==> src/rtl/reg_file_pkg.sv <==
// rtl/reg_file_pkg.sv - shared types and zero/bypass-aware lookup helper for reg_file_param
// Contents:
//   dump_state_t  : dump engine states
//   lookup_src_t  : where a register lookup takes its value from
//   lookup_src()  : picks the source for one lookup (read port or dump capture)
package reg_file_pkg;

  typedef enum logic [1:0] {IDLE, SEND, DONE} dump_state_t;

  typedef enum logic [1:0] {SRC_STORE, SRC_WD, SRC_ZERO} lookup_src_t;

  // The zero register wins over the bypass path.
  // A write to address 0 in $zero mode is therefore never forwarded.
  function automatic lookup_src_t lookup_src(
    input logic zero_reg,
    input logic bypass,
    input logic addr_is_zero,
    input logic we,
    input logic addr_hits_wa
  );
    if (zero_reg && addr_is_zero) return SRC_ZERO;
    if (bypass && we && addr_hits_wa) return SRC_WD;
    return SRC_STORE;
  endfunction

endpackage

==> src/rtl/reg_dump_fsm.sv <==
// rtl/reg_dump_fsm.sv - sequential engine streaming every register over a valid/ready handshake
// Ports:
//   clk, reset               : clock, async active-high reset
//   dump_start               : one-cycle request, ignored while busy
//   dump_ready               : consumer accepts the presented word
//   lookup_addr/lookup_data  : single lookup port into the parent's storage
//   dump_valid/idx/data      : presented word
//   dump_busy, dump_done     : engine not idle / one-cycle end pulse
module reg_dump_fsm
  import reg_file_pkg::*;
#(
  parameter int NREGS = 8,
  parameter int WIDTH = 8,
  parameter int AW    = $clog2(NREGS)
) (
  input  logic             clk,
  input  logic             reset,
  input  logic             dump_start,
  input  logic             dump_ready,
  output logic [AW-1:0]    lookup_addr,
  input  logic [WIDTH-1:0] lookup_data,
  output logic             dump_valid,
  output logic [AW-1:0]    dump_idx,
  output logic [WIDTH-1:0] dump_data,
  output logic             dump_busy,
  output logic             dump_done
);

  localparam logic [AW-1:0] LAST_IDX = AW'(NREGS - 1);

  dump_state_t      state_q;
  logic [AW-1:0]    idx_q;
  logic [WIDTH-1:0] data_q;
  logic             valid_q;
  logic             busy_q;
  logic             done_q;

  // The only registers ever captured are 0 (on launch) and idx+1 (on an
  // accepted word), so one lookup port is enough. The wrap at LAST_IDX is
  // harmless: that handshake moves to DONE without capturing.
  assign lookup_addr = (state_q == SEND) ? idx_q + AW'(1) : '0;

  always_ff @(posedge clk or posedge reset) begin
    if (reset) begin
      state_q <= IDLE;
      idx_q   <= '0;
      data_q  <= '0;
      valid_q <= 1'b0;
      busy_q  <= 1'b0;
      done_q  <= 1'b0;
    end else begin
      case (state_q)
        IDLE: begin
          if (dump_start) begin
            state_q <= SEND;
            idx_q   <= '0;
            data_q  <= lookup_data;
            valid_q <= 1'b1;
            busy_q  <= 1'b1;
          end
        end
        SEND: begin
          // Without ready the word is frozen, even if its register is rewritten.
          if (dump_ready) begin
            if (idx_q == LAST_IDX) begin
              state_q <= DONE;
              valid_q <= 1'b0;
              done_q  <= 1'b1;
            end else begin
              idx_q  <= lookup_addr;
              data_q <= lookup_data;
            end
          end
        end
        DONE: begin
          state_q <= IDLE;
          done_q  <= 1'b0;
          busy_q  <= 1'b0;
        end
        default: state_q <= IDLE;
      endcase
    end
  end

  assign dump_valid = valid_q;
  assign dump_idx   = idx_q;
  assign dump_data  = data_q;
  assign dump_busy  = busy_q;
  assign dump_done  = done_q;

endmodule

==> src/rtl/reg_file_param.sv <==
// rtl/reg_file_param.sv - parametrised multi-port register file with zero register, bypass and dump engine
// Ports:
//   clk, reset          : clock, async active-high reset
//   we, wa, wd          : write port
//   ra, rd              : NREAD packed combinational read ports
//   dump_start/ready    : dump request / consumer handshake
//   dump_valid/idx/data : streamed register word
//   dump_busy/done      : dump engine status
module reg_file_param
  import reg_file_pkg::*;
#(
  parameter int NREGS    = 8,
  parameter int WIDTH    = 8,
  parameter int NREAD    = 2,
  parameter int ZERO_REG = 0,
  parameter int BYPASS   = 0,
  localparam int AW      = $clog2(NREGS)
) (
  input  logic                   clk,
  input  logic                   reset,
  input  logic                   we,
  input  logic [AW-1:0]          wa,
  input  logic [WIDTH-1:0]       wd,
  input  logic [NREAD*AW-1:0]    ra,
  output logic [NREAD*WIDTH-1:0] rd,
  input  logic                   dump_start,
  input  logic                   dump_ready,
  output logic                   dump_valid,
  output logic [AW-1:0]          dump_idx,
  output logic [WIDTH-1:0]       dump_data,
  output logic                   dump_busy,
  output logic                   dump_done
);

  logic [WIDTH-1:0] regs_q [NREGS];
  logic             wr_en;
  logic [AW-1:0]    lk_addr;
  logic [WIDTH-1:0] lk_data;
  lookup_src_t      lk_src;

  assign wr_en = we && !((ZERO_REG != 0) && (wa == '0));

  always_ff @(posedge clk or posedge reset) begin
    if (reset) begin
      for (int k = 0; k < NREGS; k++) regs_q[k] <= '0;
    end else if (wr_en) begin
      regs_q[wa] <= wd;
    end
  end

  for (genvar i = 0; i < NREAD; i++) begin : g_rd
    logic [AW-1:0] addr;
    lookup_src_t   src;
    assign addr = ra[i*AW +: AW];
    assign src  = lookup_src(ZERO_REG != 0, BYPASS != 0, addr == '0, we, addr == wa);
    assign rd[i*WIDTH +: WIDTH] = (src == SRC_ZERO) ? '0 :
                                  (src == SRC_WD)   ? wd : regs_q[addr];
  end

  // Capture always sees a same-edge write, whatever BYPASS says, because the
  // captured word is the register's value after that edge.
  assign lk_src  = lookup_src(ZERO_REG != 0, 1'b1, lk_addr == '0, we, lk_addr == wa);
  assign lk_data = (lk_src == SRC_ZERO) ? '0 :
                   (lk_src == SRC_WD)   ? wd : regs_q[lk_addr];

  reg_dump_fsm #(
    .NREGS(NREGS),
    .WIDTH(WIDTH),
    .AW   (AW)
  ) u_dump (
    .clk        (clk),
    .reset      (reset),
    .dump_start (dump_start),
    .dump_ready (dump_ready),
    .lookup_addr(lk_addr),
    .lookup_data(lk_data),
    .dump_valid (dump_valid),
    .dump_idx   (dump_idx),
    .dump_data  (dump_data),
    .dump_busy  (dump_busy),
    .dump_done  (dump_done)
  );

endmodule

==> config.mk <==
export PLATFORM = sky130hd
export DESIGN_NAME = reg_file_param
export DESIGN_NICKNAME = d
export VERILOG_FILES = /design/src/rtl/reg_file_pkg.sv /design/src/rtl/reg_dump_fsm.sv /design/src/rtl/reg_file_param.sv
export SDC_FILE = /design/constraint.sdc
export NUM_CORES = 1
export LEC_CHECK = 0
export ABC_CLOCK_PERIOD_IN_PS = 9990
export CAP_MARGIN = 20
export CORE_UTILIZATION = 49
export CTS_CLUSTER_SIZE = 28
export DETAILED_ROUTE_END_ITERATION = 8
export PLACE_DENSITY = 0.7
export SYNTH_ARGS = -nofsm -noshare
export SYNTH_HDL_FRONTEND = slang
export SYNTH_SLANG_ARGS = --single-unit
==> constraint.sdc <==
create_clock -name clk -period 9.99 [get_ports clk]
set_clock_uncertainty 0.1 [all_clocks]
set_input_delay 2.997 -clock clk [delete_from_list [all_inputs] [get_ports clk]]
set_output_delay 2.997 -clock clk [all_outputs]
set_load 0.05 [all_outputs]
Yosys cells after proc, flatten, opt, wreduce, memory -nomap -nowiden
Index checks and enable logic that the tools add are counted.
{ "totals": {"ff_bits": 80, "inputBits": 22, "elab_cells": 83} }
{ "op_classes": {"addsub": 1, "order_cmp": 5, "eq_ne": 10, "n_mux": 38, "bitwise": 4, "n_reduce_logical": 11} }
{ "ops": {"columns": ["operator", "n"], "rows": [
  ["2-to-1 mux 8 bit", 12],
  ["binary-select mux 8 bit (select 3 bit)", 3],
  ["bitwise mux 64 bit", 1],
  ["demux 8 bit (select 3 bit)", 1],
  [">= comparator 4 bit, second input constant", 4],
  ["NOT 3 -> 4 bit", 4],
  ["one-hot mux 8 bit (2 select lines)", 1],
  ["2-to-1 mux 3 bit", 4],
  ["2-to-1 mux 2 bit", 5],
  ["!= test 2 bit, second input constant", 4],
  ["AND reduction 4 bit", 2],
  ["2-to-1 mux 1 bit", 6],
  ["one-hot mux 1 bit (2 select lines)", 3],
  ["one-hot mux 3 bit (2 select lines)", 1],
  ["AND reduction 3 bit", 2],
  ["nonzero test 2 bit", 3],
  ["equality test 2 x 1 -> 1 bit, second input constant", 2],
  ["equality test 2 bit, second input constant", 2],
  ["< comparator 4 x 1 -> 1 bit, second input constant", 1],
  ["one-hot mux 2 bit (2 select lines)", 1],
  ["adder 3 x 1 -> 3 bit, second input constant", 1],
  ["equality test 3 bit", 1],
  ["equality test 3 bit, second input constant", 1],
  ["logical AND 1 bit", 2],
  ["2 further kinds", 2]
]} }

Depth between registers and ports, before layout
Gate-level depths: netlist of run 1.
{ "depth": {"ltp_word": 12, "mapped_depth": 9, "depth_no_buf": 7} }

Hierarchy
From an unflattened synthesis of run 1, not the netlist that was laid out.
{ "unflattened": {"hier_cells": 291, "area_unflattened_um2": 4747.1} }
{ "modules_own_cells": {"columns": ["mod", "n_inst", "cells_each", "area_each_um2"], "rows": [
  ["reg_file_param", 1, 242, 4035.1],
  ["reg_dump_fsm", 1, 49, 711.9]
]} }

Worst setup path after synthesis of run 1
No wires, ideal clock.
{ "synth_path": {"path_type": "input-to-output", "startpoint": "in ra[0]", "endpoint": "out rd[0]", "arrival_time_ns": 4.432, "t_required_ns": 6.893, "path_slack_ns": 2.461, "path_stages": 4, "path_cell_list": "buf_2 -> buf_2 -> mux4_2 -> mux2_2"} }
{ "synth_between": {"elab_chain_cells": 4} }
{ "synth_rtl": {"columns": ["item", "line_no", "source"], "rows": [
  ["from (decl)", "reg_file_param.sv:24", "input logic [NREAD*AW-1:0] ra,"],
  ["NOT 3 -> 4 bit (implied by the code)", "reg_file_param.sv:57", "(src == SRC_WD) ? wd : regs_q[addr];"],
  ["binary-select mux 8 bit (select 3 bit)", "reg_file_param.sv:57", null],
  ["2-to-1 mux 8 bit (implied by the code) (2 in a row)", "reg_file_param.sv:57", null],
  ["to (decl)", "reg_file_param.sv:25", "output logic [NREAD*WIDTH-1:0] rd,"]
]} }
No other way between the ends. The select of a mux whose other input is x is not followed.

Final worst setup path of run 1
{ "layout_path": {"startpoint": "in ra[4]", "endpoint": "out rd[11]"} }
The elaborated chain is that of the path after synthesis.

==> out/results.txt, run 1 <==
Peak VDD IR: 132 uV
worst slew pin tran: 1.06 ns
RSZ-0062 raised after global routing: false
Max Cap Violations: 0
# rows: 35
Die Wd: 101 um
DR vias/cell: 6.47
final period utilization: 85.9%
post-synthesis cell area: 4840 um2
Util after Layout: 59.8%
Register-to-Register Path Depth: 8
number of buffers created by CTS: 9
sequential cell area fraction in the yosys report: 41.4%
area share of xor/xnor cells in the synthesized design: 0.362%
grt met3 use: 3.80%
CTS tree: done
DRT iter0 DRCs: 206
drt wl/cell: 23.0 um
post-DP HPWL: 8.07 mm
Synth Area in Simple Gates: 7.73%
status: completed
FF-to-FF Start: u_dump.dump_idx[0]$_DFFE_PP0P_
PnR worst setup slack: 1.41 ns
Sum Neg Setup Slack: 0 ns
clock buffer depth: 2
Filler cells: 770
ys async rst share: 100%
synthesis-stage register bit count: 80
Fmax: 117 MHz
DRT antenna net count: 0
Core Area: 9420 um2
GRT met1 Usage: 35.3%
synthesis-to-layout area growth: 16.4%
I/O pin cnt: 52
Vias: 3609
endpoints failing setup: 0
Post-CTS Resized: 0
Hold Path End: u_dump.dump_done$_DFFE_PP0P_
Port Buffer Count: 51
HP Start: u_dump.dump_done$_DFFE_PP0P_
maximum number of pins on one net before global-route repair: 81
min cycle time layout: 8.58 ns
hold_buf cts: 0
met2 Usage GRT: 41.8%
reg-to-reg critical path endpoint: u_dump.dump_data[3]$_DFFE_PP0P_
headroom to the max-slew limit: 29.2%
top cells by area, synth: dfrtp_1, mux2_2, mux4_2, mux2i_1, o21ai_0
pre-CTS setup slack: 1.43 ns
vias in the first global route: 3524
Hold Vio Cnt, Final: 0
Initial Util: 51.4%
Post-synth EDFFs: 0
worst hold path class: register to register
syn avg cell area: 12.6 um2
Final Non-Filler Cells: 558
worst-path maximum fanout: 16
H-tree levels: 3
largest family of logic cells by synthesized area: multiplexers
adder-cell share of the synthesized area: 0.517%
GPL Wtd Cong: 0.773
Critical Path Source: ra[4]
Mapped Nets: 409
final wirelength: 12.8 mm
initial antenna violation count: 0
Synth area leader: dfrtp_1
DIE AREA: 10300 um2
PD cells: 287 nW/um2
Clock Latency Late Sink: 0.35 ns
Residual DRC: 0
Crit path arrival time: 5.49 ns
global route overflow: 0
share of cells above drive strength 1: 31.7%
post-synth cell types: 43
hold depth: 1
Critical Path End Type: output pin
Tot GR Track Use: 26.4%
Placed Cells: 541
chip height: 101 um
DR pass1 iterations: 5
Clk pin slew, worst setup/hold paths: 0.08 ns
CTS root buffer: clkbuf_8
first-pass GRT wire length: 19.5 mm
# diodes: 0
gr busiest metal: met2
Leak Pwr: 0.00224 uW
compound-gate portion of the synthesized area: 11.2%
top_reg_cell synth: dfrtp_1
area of the multi-input gates: 2640 um2
Yosys top cell area share: 41.4%
critical path class: input pin to output pin
Crit path required time: 6.89 ns
CP Launch Type: input pin
Reg area: 2000 um2
Post-Syn Instances: 385
Post-CTS Setup Bufs: 0
Synthesis Warnings: 0
Final Max Slew Viols: 0
FF-to-FF setup slack: 6.68 ns
nets@finish: 449
clk sink count: 80
multiplexer share of the synthesized area: 34.8%
worst max-delay path by stage:
stage / end / slack, ns / depth (start not counted)
6_report: rd[11] / 1.41 / 4
5_1_grt: rd[11] / 1.32 / 4
4_1_cts: rd[11] / 1.42 / 4
3_5_place_dp: rd[11] / 1.43 / 4
3_3_place_gp: rd[2] / 1.45 / 4
2_1_floorplan: rd[0] / 2.46 / 4
synthesized netlist by cell type (2+ instances only):
| library cell | n |
|---|---|
| a21oi_1 | 9 |
| a2bb2oi_1 | 10 |
| a31oi_1 | 8 |
| buf_1 | 2 |
| buf_2 | 13 |
| buf_6 | 3 |
| clkbuf_1 | 12 |
| dfrtp_1 | 80 |
| ha_1 | 2 |
| inv_1 | 10 |
| mux2_1 | 2 |
| mux2_2 | 71 |
| mux2i_1 | 14 |
| mux4_2 | 32 |
| nand2_1 | 26 |
| nand2b_1 | 4 |
| nand3b_1 | 3 |
| nand4_1 | 8 |
| nand4b_1 | 3 |
| nor2_1 | 12 |
| nor3_2 | 2 |
| nor3b_1 | 2 |
| o21ai_0 | 22 |
| o221a_1 | 7 |
| o221ai_1 | 8 |
| o22a_1 | 2 |
| o22ai_1 | 2 |
critical path, stage by stage:
cell and delay, ns:
clkdlybuf4s50_1 1.06, mux4_2 0.41, mux2_2 0.29, clkdlybuf4s50_1 0.71
power by group:
part | switching, uW | total (uW) | leakage (uW) | internal, uW
logic | 510 | 886 | 0.00119 | 375
registers | 82.7 | 494 | 0.000958 | 411
clock network | 116 | 236 | 0.0000989 | 120
sequential cells by signal, summed over array words and instances (netlist names):
register,cells
regs_q,64
u_dump.dump_busy,1
u_dump.state_q,2
u_dump.dump_data,8
u_dump.dump_done,1
u_dump.dump_idx,3
u_dump.dump_valid,1
routing by layer:
metal | routed length (um) | vias to the layer above
met5 | 0 | -
met3 | 692 | 36
met2 | 6140 | 152
met1 | 5490 | 1859
met4 | 500 | 0
li1 | - | 1562
through the flow:
stage               hold WS [ns]  power, uW  cell area, um2
detailed placement         0.386       1370            5400
finish                     0.398       1620            5630
global route               0.423       1690            5630
CTS                        0.403       1610            5590
floorplan                  0.377       1140            4840
global placement           0.378       1360            5400
layout by cell type (no fill, tap or decap), types with 2 or more instances in the layout:
cell             instances
a21oi_1                  9
a2bb2oi_1               10
a31oi_1                  8
buf_4                    6
clkbuf_8                10
clkdlybuf4s50_1         51
clkinv_2                 4
dfrtp_1                 80
ha_1                     2
inv_1                    9
mux2_1                   2
mux2_2                  71
mux2i_1                 14
mux4_2                  32
nand2_1                 26
nand2b_1                 4
nand3b_1                 3
nand4_1                  8
nand4b_1                 3
nor2_1                  12
nor3_2                   2
nor3b_1                  2
o21ai_0                 22
o221a_1                  7
o221ai_1                 8
o22a_1                   2
o22ai_1                  2
cell families after synthesis:
logic type / after synthesis
adder cells (fa/ha/maj): 2
AO/OA/AOI/OAI: 74
XOR/XNOR: 2
multiplexers: 119
buffers and inverters: 41
flip-flops: 80
AND/OR/NAND/NOR: 67
cell type report:
| type | count | share of cell area [%] |
|---|---|---|
| Tap cell | 129 | 2.87 |
| Clock buffer | 11 | 2.51 |
| Clock inverter | 4 | 0.800 |
| Timing Repair Buffer | 59 | 10.6 |
| Multi-Input combinational cell | 264 | 46.9 |
| Sequential cell | 80 | 35.6 |
| Inverter | 11 | 0.756 |
No activity file was read; power rests on OpenSTA's default activity.
==> run 2, diff against run 1 <==
--- a/config.mk
+++ b/config.mk
@@ -7,10 +7,10 @@
 export LEC_CHECK = 0
 export ABC_CLOCK_PERIOD_IN_PS = 9990
 export CAP_MARGIN = 20
-export CORE_UTILIZATION = 49
+export CORE_UTILIZATION = 50
 export CTS_CLUSTER_SIZE = 28
 export DETAILED_ROUTE_END_ITERATION = 8
-export PLACE_DENSITY = 0.7
+export PLACE_DENSITY = 0.71
 export SYNTH_ARGS = -nofsm -noshare
 export SYNTH_HDL_FRONTEND = slang
 export SYNTH_SLANG_ARGS = --single-unit
==> run 2 against run 1 <==
Compared with the run above:
- clock power barely moved
- flip-flop and latch count stayed put
- total power about the same
- non-clock buffer count did not move
- wire length decreased by 0.55%
- worst hold slack gained 0.0045 ns
- critical path type unchanged
- largest cell class unchanged
- largest power group unchanged
==> out/results.txt, run 2 (same netlist as run 1, synthesis figures left out) <==
status: completed
Post-CTS Setup Bufs: 0
HP Start: u_dump.dump_done$_DFFE_PP0P_
I/O pin cnt: 52
# diodes: 0
CP Launch Type: input pin
Clk pin slew, worst setup/hold paths: 0.07 ns
Die Wd: 100 um
FF-to-FF Start: u_dump.dump_idx[0]$_DFFE_PP0P_
share of cells above drive strength 1: 31.7%
# rows: 35
clock buffer depth: 2
headroom to the max-slew limit: 29.7%
Crit path arrival time: 5.57 ns
worst hold path class: register to register
Peak VDD IR: 148 uV
maximum number of pins on one net before global-route repair: 81
number of buffers created by CTS: 9
Residual DRC: 0
worst hold slack: 0.402 ns
Slowest-stage cell, CP: clkdlybuf4s50_1
nets@finish: 449
global route overflow: 0
final wirelength: 12.8 mm
worst slew pin tran: 1.05 ns
CP Depth: 4
DR vias/cell: 6.42
final period utilization: 86.7%
Post-CTS Resized: 0
CP max stage delay: 1.14 ns
chip height: 100 um
Buf/Inv on CP: 2
Top reg by flops: regs_q
DIE AREA: 10100 um2
initial antenna violation count: 0
clk sink count: 80
commonest non-fill, non-tap cell in the layout: dfrtp_1
Filler cells: 776
DR pass1 iterations: 5
Final Max Slew Viols: 0
Hold Path End: u_dump.dump_done$_DFFE_PP0P_
Port Buffer Count: 51
Tot GR Track Use: 27.2%
critical path class: input pin to output pin
Hold Vio Cnt, Final: 0
drt wl/cell: 22.9 um
Leak Pwr: 0.00224 uW
FF-to-FF setup slack: 6.67 ns
CTS root buffer: clkbuf_8
synthesis-to-layout area growth: 16.3%
Util after Layout: 60.6%
Critical Path End Type: output pin
Register-to-Register Path Depth: 8
most frequent cells in the layout: dfrtp_1, mux2_2, clkdlybuf4s50_1, mux4_2, nand2_1
Placed Cells: 541
vias in the first global route: 3619
Crit path top cell by count: clkdlybuf4s50_1
crit path cell chain: clkdlybuf4s50_1 > mux4_2 > mux2_2 > clkdlybuf4s50_1
post-DP HPWL: 7.99 mm
Crit path max-delay family: buffers and inverters
PnR worst setup slack: 1.32 ns
first-pass GRT wire length: 20.1 mm
worst-path maximum fanout: 16
DRT antenna net count: 0
GPL Wtd Cong: 0.767
PD cells: 287 nW/um2
hold depth: 1
H-tree levels: 3
Core Area: 9280 um2
RSZ-0062 raised after global routing: false
Final Non-Filler Cells: 558
Sum Neg Setup Slack: 0 ns
hold_buf cts: 0
pre-CTS setup slack: 1.38 ns
Initial Util: 52.1%
Fmax: 115 MHz
reg-to-reg critical path endpoint: u_dump.dump_data[2]$_DFFE_PP0P_
Clock Latency Late Sink: 0.35 ns
endpoints failing setup: 0
Vias: 3582
CTS tree: done
Crit path required time: 6.89 ns
Max Cap Violations: 0
max reg flops: 64
DRT iter0 DRCs: 202
min cycle time layout: 8.67 ns
-- run 2: cell count changes in the layout (fill, tap and decap cells not counted) --
cell / before / now
buf_6: 1 / 0
buf_4: 6 / 7
-- run 2: layout make-up --
| class | count | area (um2) | area share [%] |
|---|---|---|---|
| tap | 129 | 161 | 2.87 |
| clock inverter | 4 | 45.0 | 0.801 |
| inverter | 11 | 42.5 | 0.756 |
| timing repair buffer | 59 | 591 | 10.5 |
| sequential | 80 | 2000 | 35.6 |
| multi-input combinational | 264 | 2640 | 47.0 |
| clock buffer | 11 | 141 | 2.51 |
-- run 2: worst register-to-register path, delay by kind of cell (launching register included) --
kind                       cells  cell delay (ns)
AOI/OAI and AO/OA              3             0.99
adders and majority gates      2             0.84
buffers and inverters          1             0.28
DFF                            1             0.39
and+or+nand+nor                2             0.66
-- run 2: where the power goes --
group | switching, uW | total, uW | internal (uW) | leakage (uW)
combinational | 510 | 885 | 375 | 0.00119
clock | 118 | 237 | 120 | 0.0000989
sequential | 81.5 | 493 | 411 | 0.000958
total | 709 | 1620 | 906 | 0.00224
-- run 2: through the flow --
stage | area (um2) | power, uW
after floorplan | 4840 | 1140
after global placement | 5400 | 1360
after detailed placement | 5400 | 1370
after CTS | 5590 | 1610
after global routing | 5630 | 1700
final | 5630 | 1620
-- run 2: worst max path at each step --
stage	from	endpoint	slack, ns
after floorplan	ra[0]	rd[0]	2.46
after global placement	ra[1]	rd[3]	1.41
after detailed placement	ra[1]	rd[1]	1.38
after CTS	ra[1]	rd[1]	1.38
after global routing	ra[1]	rd[4]	1.32
final	ra[1]	rd[1]	1.32
-- run 2: metal layers --
metal	GRT usage, %	vias to the layer above	wire, um
li1	-	1564	-
met1	36.7	1863	5490
met2	44.6	132	6330
met3	3.48	23	667
met4	11.0	0	266
met5	0	-	0
